===== src/rtl/dither_scan_sequencer.sv =====
// Raster-scan initiator: walks an IMG_W x IMG_H frame in row-major order, one trigger per pixel.
// Optional WAIT_FIN watchdog is compiled in with `define DITHER_SCAN_TIMEOUT_EN.
module dither_scan_sequencer #(
  parameter int IMG_W          = 320,
  parameter int IMG_H          = 240,
  parameter int TIMEOUT_CYCLES = 15,
  localparam int XW = (IMG_W > 1) ? $clog2(IMG_W) : 1,
  localparam int YW = (IMG_H > 1) ? $clog2(IMG_H) : 1,
  localparam int AW = (IMG_W * IMG_H > 1) ? $clog2(IMG_W * IMG_H) : 1
) (
  input  logic          clk,
  input  logic          rst,
  input  logic          start,
  input  logic          compute_fin,
  output logic          algorithm_trigger,
  output logic [XW-1:0] pixel_x,
  output logic [YW-1:0] pixel_y,
  output logic [AW-1:0] pixel_addr,
  output logic          busy,
  output logic          frame_done,
  output logic          proto_err,
  output logic          timeout_err
);

  typedef enum logic [2:0] {
    S_IDLE,
    S_ISSUE,
    S_WAIT_FIN,
    S_ADVANCE,
    S_DONE
  } state_t;

  state_t        state_q, state_d;
  logic [XW-1:0] x_q, x_d;
  logic [YW-1:0] y_q, y_d;
  logic [AW-1:0] addr_q, addr_d;
  logic          perr_q, perr_d;
  logic          x_last, y_last;

`ifdef DITHER_SCAN_TIMEOUT_EN
  localparam int CW = (TIMEOUT_CYCLES > 1) ? $clog2(TIMEOUT_CYCLES + 1) : 1;
  logic [CW-1:0] cnt_q, cnt_d;
  logic          terr_q, terr_d;
`endif

  assign x_last = (x_q == XW'(IMG_W - 1));
  assign y_last = (y_q == YW'(IMG_H - 1));

  always_ff @(posedge clk) begin
    if (rst) begin
      state_q <= S_IDLE;
      x_q     <= '0;
      y_q     <= '0;
      addr_q  <= '0;
      perr_q  <= 1'b0;
`ifdef DITHER_SCAN_TIMEOUT_EN
      cnt_q   <= '0;
      terr_q  <= 1'b0;
`endif
    end else begin
      state_q <= state_d;
      x_q     <= x_d;
      y_q     <= y_d;
      addr_q  <= addr_d;
      perr_q  <= perr_d;
`ifdef DITHER_SCAN_TIMEOUT_EN
      cnt_q   <= cnt_d;
      terr_q  <= terr_d;
`endif
    end
  end

  always_comb begin
    state_d = state_q;
    x_d     = x_q;
    y_d     = y_q;
    addr_d  = addr_q;
    perr_d  = perr_q;
`ifdef DITHER_SCAN_TIMEOUT_EN
    cnt_d   = cnt_q;
    terr_d  = terr_q;
`endif
    case (state_q)
      S_IDLE: begin
        if (start) begin
          state_d = S_ISSUE;
          x_d     = '0;
          y_d     = '0;
          addr_d  = '0;
          perr_d  = 1'b0;
`ifdef DITHER_SCAN_TIMEOUT_EN
          terr_d  = 1'b0;
`endif
        end
      end
      S_ISSUE: begin
        state_d = S_WAIT_FIN;
`ifdef DITHER_SCAN_TIMEOUT_EN
        cnt_d   = '0;
`endif
      end
      S_WAIT_FIN: begin
        if (compute_fin) begin
          state_d = S_ADVANCE;
        end
`ifdef DITHER_SCAN_TIMEOUT_EN
        // A fin arriving on the limit cycle takes priority over the timeout.
        else if (cnt_q == CW'(TIMEOUT_CYCLES - 1)) begin
          state_d = S_IDLE;
          terr_d  = 1'b1;
        end else begin
          cnt_d = cnt_q + CW'(1);
        end
`endif
      end
      S_ADVANCE: begin
        if (x_last && y_last) begin
          state_d = S_DONE;
        end else if (x_last) begin
          state_d = S_ISSUE;
          x_d     = '0;
          y_d     = y_q + YW'(1);
          addr_d  = addr_q + AW'(1);
        end else begin
          state_d = S_ISSUE;
          x_d     = x_q + XW'(1);
          addr_d  = addr_q + AW'(1);
        end
      end
      S_DONE: begin
        state_d = S_IDLE;
      end
      default: begin
        state_d = S_IDLE;
      end
    endcase
    // A stray fin never moves the FSM; it only raises the sticky flag.
    if (compute_fin && (state_q != S_WAIT_FIN)) begin
      perr_d = 1'b1;
    end
  end

  assign algorithm_trigger = (state_q == S_ISSUE);
  assign busy              = (state_q != S_IDLE);
  assign frame_done        = (state_q == S_DONE);
  assign pixel_x           = x_q;
  assign pixel_y           = y_q;
  assign pixel_addr        = addr_q;
  assign proto_err         = perr_q;
`ifdef DITHER_SCAN_TIMEOUT_EN
  assign timeout_err       = terr_q;
`else
  assign timeout_err       = 1'b0;
`endif

endmodule


===== config.mk =====
export PLATFORM = sky130hd
export DESIGN_NAME = dither_scan_sequencer
export DESIGN_NICKNAME = d
export VERILOG_FILES = /design/src/rtl/dither_scan_sequencer.sv
export SDC_FILE = /design/constraint.sdc
export NUM_CORES = 1
export LEC_CHECK = 0
export CORE_MARGIN = 5
export CORE_UTILIZATION = 32
export DETAILED_ROUTE_END_ITERATION = 10
export GPL_ROUTABILITY_DRIVEN = 0
export PLACE_DENSITY = 0.56
export SLEW_MARGIN = 40
export SYNTH_ARGS = -nofsm -noshare
export SYNTH_HDL_FRONTEND = slang
export SYNTH_SLANG_ARGS = --single-unit
export TNS_END_PERCENT = 100

===== constraint.sdc =====
create_clock -name clk -period 4.1 [get_ports clk]
set_input_delay 0.615 -clock clk [delete_from_list [all_inputs] [get_ports clk]]
set_output_delay 0.615 -clock clk [all_outputs]
set_load 0.01 [all_outputs]

[Yosys cells after proc, flatten, opt, wreduce, memory -nomap -nowiden]
Index checks and enable logic that the tools add are counted.
Storage, ports and cells
  output and inout port bits: 39
  bits in registers: 38
  word-level logic and storage cells: 48
Operators by class
  add/subtract/negate cells: 3
  muxes and demuxes: 18
  reductions and logical operators: 11
  eq/ne operators: 11
Operator list (number)
  2-to-1 mux 17 bit: 2
  one-hot mux 17 bit (2 select lines): 1
  2-to-1 mux 9 bit: 3
  2-to-1 mux 8 bit: 3
  one-hot mux 9 bit (2 select lines): 1
  adder 17 x 1 -> 17 bit (second input constant): 1
  one-hot mux 8 bit (2 select lines): 1
  one-hot mux 3 bit (4 select lines): 1
  adder 9 x 1 -> 9 bit (second input constant): 1
  == test 9 bit (second input constant): 1
  2-to-1 mux 3 bit: 3
  adder 8 x 1 -> 8 bit (second input constant): 1
  == test 8 bit (second input constant): 1
  inequality test 2 bit (second input constant): 4
  == test 3 x 2 -> 1 bit (second input constant): 2
  nonzero test 2 bit: 3
  AND reduction 2 bit: 2
  AND reduction 4 bit: 1
  == test 3 x 1 -> 1 bit (second input constant): 1
  == test 3 bit (second input constant): 1
  logical NOT 3 bit: 1
  2-to-1 mux 1 bit: 3
  inequality test 3 x 2 -> 1 bit (second input constant): 1
  AND reduction 3 bit: 1
  2 further kinds: 3

[Depth between registers and ports, before layout]
  word-level depth: 4
  depth in mapped cells: 8
  gate-level depth less buffers: 6

[Least setup slack after synthesis]
OpenSTA, ideal clock, no wires.
  path type: reg2reg
  from: reg y_q[0], in the netlist pixel_y[0]
  to: reg addr_q[12], in the netlist pixel_addr[12]
  library setup time: 0.122 ns
  arrival: 1.876 ns
  buffers on the path: 1
  setup slack: 2.102 ns
  cell stages (with the launch flop): 8
  path through: dfxtp_1 -> ha_1 -> nand3_2 -> or3_1 -> buf_6 -> o21ai_4 -> a2111oi_1 -> a311o_1
Between the ends
  longest elaborated chain between the ends: 4
Ends and longest elaborated chain
  from (decl): line 35  | logic [YW-1:0] y_q, y_d;
  from (signal assigned): line 63  | y_q <= y_d;
  == test 8 bit: line 47  | assign y_last = (y_q == YW'(IMG_H - 1));
  logical AND 1 bit: line 117  | if (x_last && y_last) begin
  inequality test 2 bit (no line)
  AND reduction 3 bit (no line)
  to (signal assigned): line 64  | addr_q <= addr_d;
  to (decl): line 36  | logic [AW-1:0] addr_q, addr_d;
No other way between the ends.
A chain may end at the register's enable or synchronous reset.

[Worst setup path after layout]
  from: reg state_q[1]
  to: reg addr_q[7], in the netlist pixel_addr[7]
Between the ends
  longest elaborated chain between the ends: 3
  elaborated cells between the ends (all ways): 7
  those cells by class: eq/ne (3); mux (1); reduce/logical (3)
Ends and longest elaborated chain
  from (decl): line 33  | state_t state_q, state_d;
  from (signal assigned): line 61  | state_q <= state_d;
  == test 3 x 2 -> 1 bit or logical NOT 3 bit (tied branches): line 83  | case (state_q)
  inequality test 2 bit (no line) or nonzero test 2 bit (tied branches)
  AND reduction 3 bit (no line)
Several ways; a longest one is shown, not always the timed one.

==> results.md <==
* Hold buffer count at cts at 0
* Category of the critical setup timing path: register to register
* Reg2Reg Setup Slack at between 1500 and 2000 ps
* Share of the yosys chip area belonging to registers at approximately 37%
* Yosys warning total at 0
* Pwr/cell area at 292 nW/um2
* DRT Pass-1 Iters at 5
* Cell row count at 29
* Area contributors post-synth: dfxtp_1 (37%), a21oi_1 (5.4%), nand3_1 (4.7%)
* Post-route antenna net violation count at 0
* Met1 Resource Use GR at about a fifth
* Final min period at about 2500 ps
* Number of enable flip-flop cells after synthesis at 0
* Kind of cell adding the most delay to the critical path: simple AND/OR/NAND/NOR gates
* Area of the mapped netlist at a little over 2000 um2
* Most frequent cell after synthesis: dfxtp_1
* Cell taking the most area after synthesis: dfxtp_1
* Maximum number of pins on one net before global-route repair at 20
* Number of hold violations in the final report at 0
* Boundary Pins at 43
* Global route hottest layer: met2
* Wire length reported by the detailed router at 5.46 mm
* Core area at between 6000 and 7000 um2
* Slew Limit Fails at 0
* Height of the die at approximately 90 um
* Kind of capture point of the worst setup path: register
* Setup TNS Final at 0 ps
* Num Clock Sinks at 38
* Die width at 89.6 um
* Met3 layer usage reported by global route at under 10%
* Clock transition time at the flip-flop clock pins of the worst setup and hold paths at 80 ps
* Hold/Removal Path Class: register to register
* Worst Path Required at about 4300 ps
* Post-CTS setup buffer count at 0
* Ordered list of cells on the worst path: and3b_1 -> nand2b_1 -> a21oi_1 -> a31oi_1 -> a31oi_1
* Syn avg cell area at ~8.2 um2
* Remaining DRCs at 0
* Highest cell delay on the worst timing path at 630 ps
* Via count of the routed design at around 2000
* Post-DP HPWL at around 3.8 mm
* CTS tree: built
* Fin Clk Skew at a little under 4 ps
* DRC violation total after the first TritonRoute iteration at between 80 and 90
* Crit path buffers/inverters at 0
* Antenna violations before repair at 0
* Final period utilization at 61.2%
* Data arrival time of the worst path at about 2700 ps
* Worst ir drop on vdd at approximately 0.13 mV
* Number of buffer cells added on primary ports at 41
* Net Count, Synth at about 260
* N_diodes at 0
* Overall overflow remaining after global route at 0
* Most common library cells after synthesis: dfxtp_1 (38), a21oi_1 (22), nand3_1 (19), nor2_1 (18), nand2_1 (17)
* Overall fraction of global-route tracks in use at around 15%
* Cell with the biggest individual delay on the critical path: and3b_1
* Synthesized flop and latch total at 38
* Initial standard-cell utilization of the core at approximately a third
* Number of buffers on the longest clock path at 2
* Root Driver: clkbuf_8
* Setup repair after global routing missed its margin: no
* Via density per instance at roughly 5.4
* Count of different cell masters after synthesis at 53
* Combined area of the multi-input logic cells at about 1200 um2
* Number of global-route vias before repair at around 1800
* Final non-filler cell area at about 2600 um2
* Number of nets at the end of the flow at between 200 and 300
* Leakage power at roughly 0.00082 uW
* CP startpoint kind: register
* Max Cap Violations at 0
* Actual slew at the worst max-slew pin at between 800 and 900 ps
* Result of the run: complete, no violations
* Mapped Cells at 249
* Predominant post-synthesis flop cell: dfxtp_1
* Worst path most repeated cell: a31oi_1
* Cell area after placement at about 2500 um2
* Post-synth top area share at a little under two fifths
* Highest achievable clock rate at around 0.4 GHz
* Area occupied by registers at 761 um2
* Critical path fanouts, max at 14
* Source-to-sink clock delay at the later pin of the worst-skew pair at ~290 ps
* Met2 global-route usage at around 22%
* Final setup fails at 0
* Area of the die at ~8000 um2
* Worst relative slew slack at a little under half
* CTS H-Tree Depth at 2
* Average wire length per cell after detail routing at ~15 um
* Ratio of cells with drive above 1 in the final layout at around 6%
* Area delta synth->final at 26.5%
* Number of filler instances in the final layout at roughly 660
* Number of cells upsized or downsized after cts at 0
* Number of buffers created by CTS at 5
* Fraction of registers with async set/reset at 0%
* Global-route wire length before repair at ~9.1 mm
sequential cells by signal, indices dropped and copies added (netlist names):
| register | cells |
|---|---|
| pixel_addr | 17 |
| pixel_x | 9 |
| pixel_y | 8 |
| proto_err | 1 |
| state_q | 3 |
final cells by class:
class | instances | area share (%)
flip-flops and latches | 38 | 29.6
clock buffers | 8 | 4.29
repair buffers | 42 | 16.3
inverters | 8 | 1.17
well taps | 77 | 3.75
multi-input cells | 187 | 44.9
where the power goes:
group,switching [uW],internal [uW]
clock,132,170
combinational,41.9,24.8
sequential,6.85,373
layer usage:
| layer | up-vias | wire length (um) |
|---|---|---|
| met5 | - | 0 |
| met4 | 0 | 91 |
| met3 | 9 | 240 |
| met2 | 45 | 2380 |
| met1 | 904 | 2750 |
| li1 | 996 | - |
path summary, 6_finish.rpt:
check | to | start | cells after the start
setup / recovery | pixel_addr[7]$_SDFFE_PP0P_ | state_q[1]$_SDFFE_PP0P_ | 5
hold / removal | pixel_addr[13]$_SDFFE_PP0P_ | pixel_addr[13]$_SDFFE_PP0P_ | 2
setup reg to reg | pixel_addr[7]$_SDFFE_PP0P_ | state_q[1]$_SDFFE_PP0P_ | 5
hold reg to reg | pixel_addr[13]$_SDFFE_PP0P_ | pixel_addr[13]$_SDFFE_PP0P_ | 2
per-stage QoR:
| stage | hold slack (ps) | instances | power [uW] | setup WS [ps] | utilization (%) |
|---|---|---|---|---|---|
| floorplan | 488 | 249 | 433 | 2100 | - |
| global placement | 466 | 352 | 456 | 1410 | 39.4 |
| detailed placement | 477 | 352 | 456 | 1410 | 39.4 |
| CTS | 490 | 360 | 762 | 1560 | 41.1 |
| global route | 539 | 360 | 783 | 1310 | 41.1 |
| finish | 487 | 360 | 749 | 1590 | 41.1 |
worst reg2reg max path, cell delays in order (launching register included):
cell and delay (ps):
dfxtp_1 490, and3b_1 630, nand2b_1 410, a21oi_1 590, a31oi_1 170, a31oi_1 150
cell usage in the layout, fill, tap and decap left out, drive strengths merged, types with 3 or more instances in the layout:
cell / Yosys / layout
ha: 3 / 3
nor3: 9 / 9
or3: 6 / 6
and2: 3 / 3
inv: 8 / 8
dfxtp: 38 / 38
nor2: 19 / 19
mux2i: 3 / 3
nand3: 21 / 21
clkbuf: 7 / 8
a31oi: 8 / 8
clkdlybuf4s50: 0 / 41
nand2b: 3 / 3
o21ai: 12 / 12
nor3b: 3 / 3
and3: 7 / 7
o211ai: 8 / 8
nand4: 5 / 5
o2111ai: 4 / 4
nand2: 17 / 17
a21oi: 22 / 22
logic make-up after synthesis:
kind of cell | share of synthesized area, %
xor+xnor | 1.73
other cells | 0.185
simple gates | 28.2
fa+ha+maj | 1.85
compound gates | 22.8
buf+inv | 5.73
flops | 37.5
mux | 2.03
(Power assumes the default switching activity.)
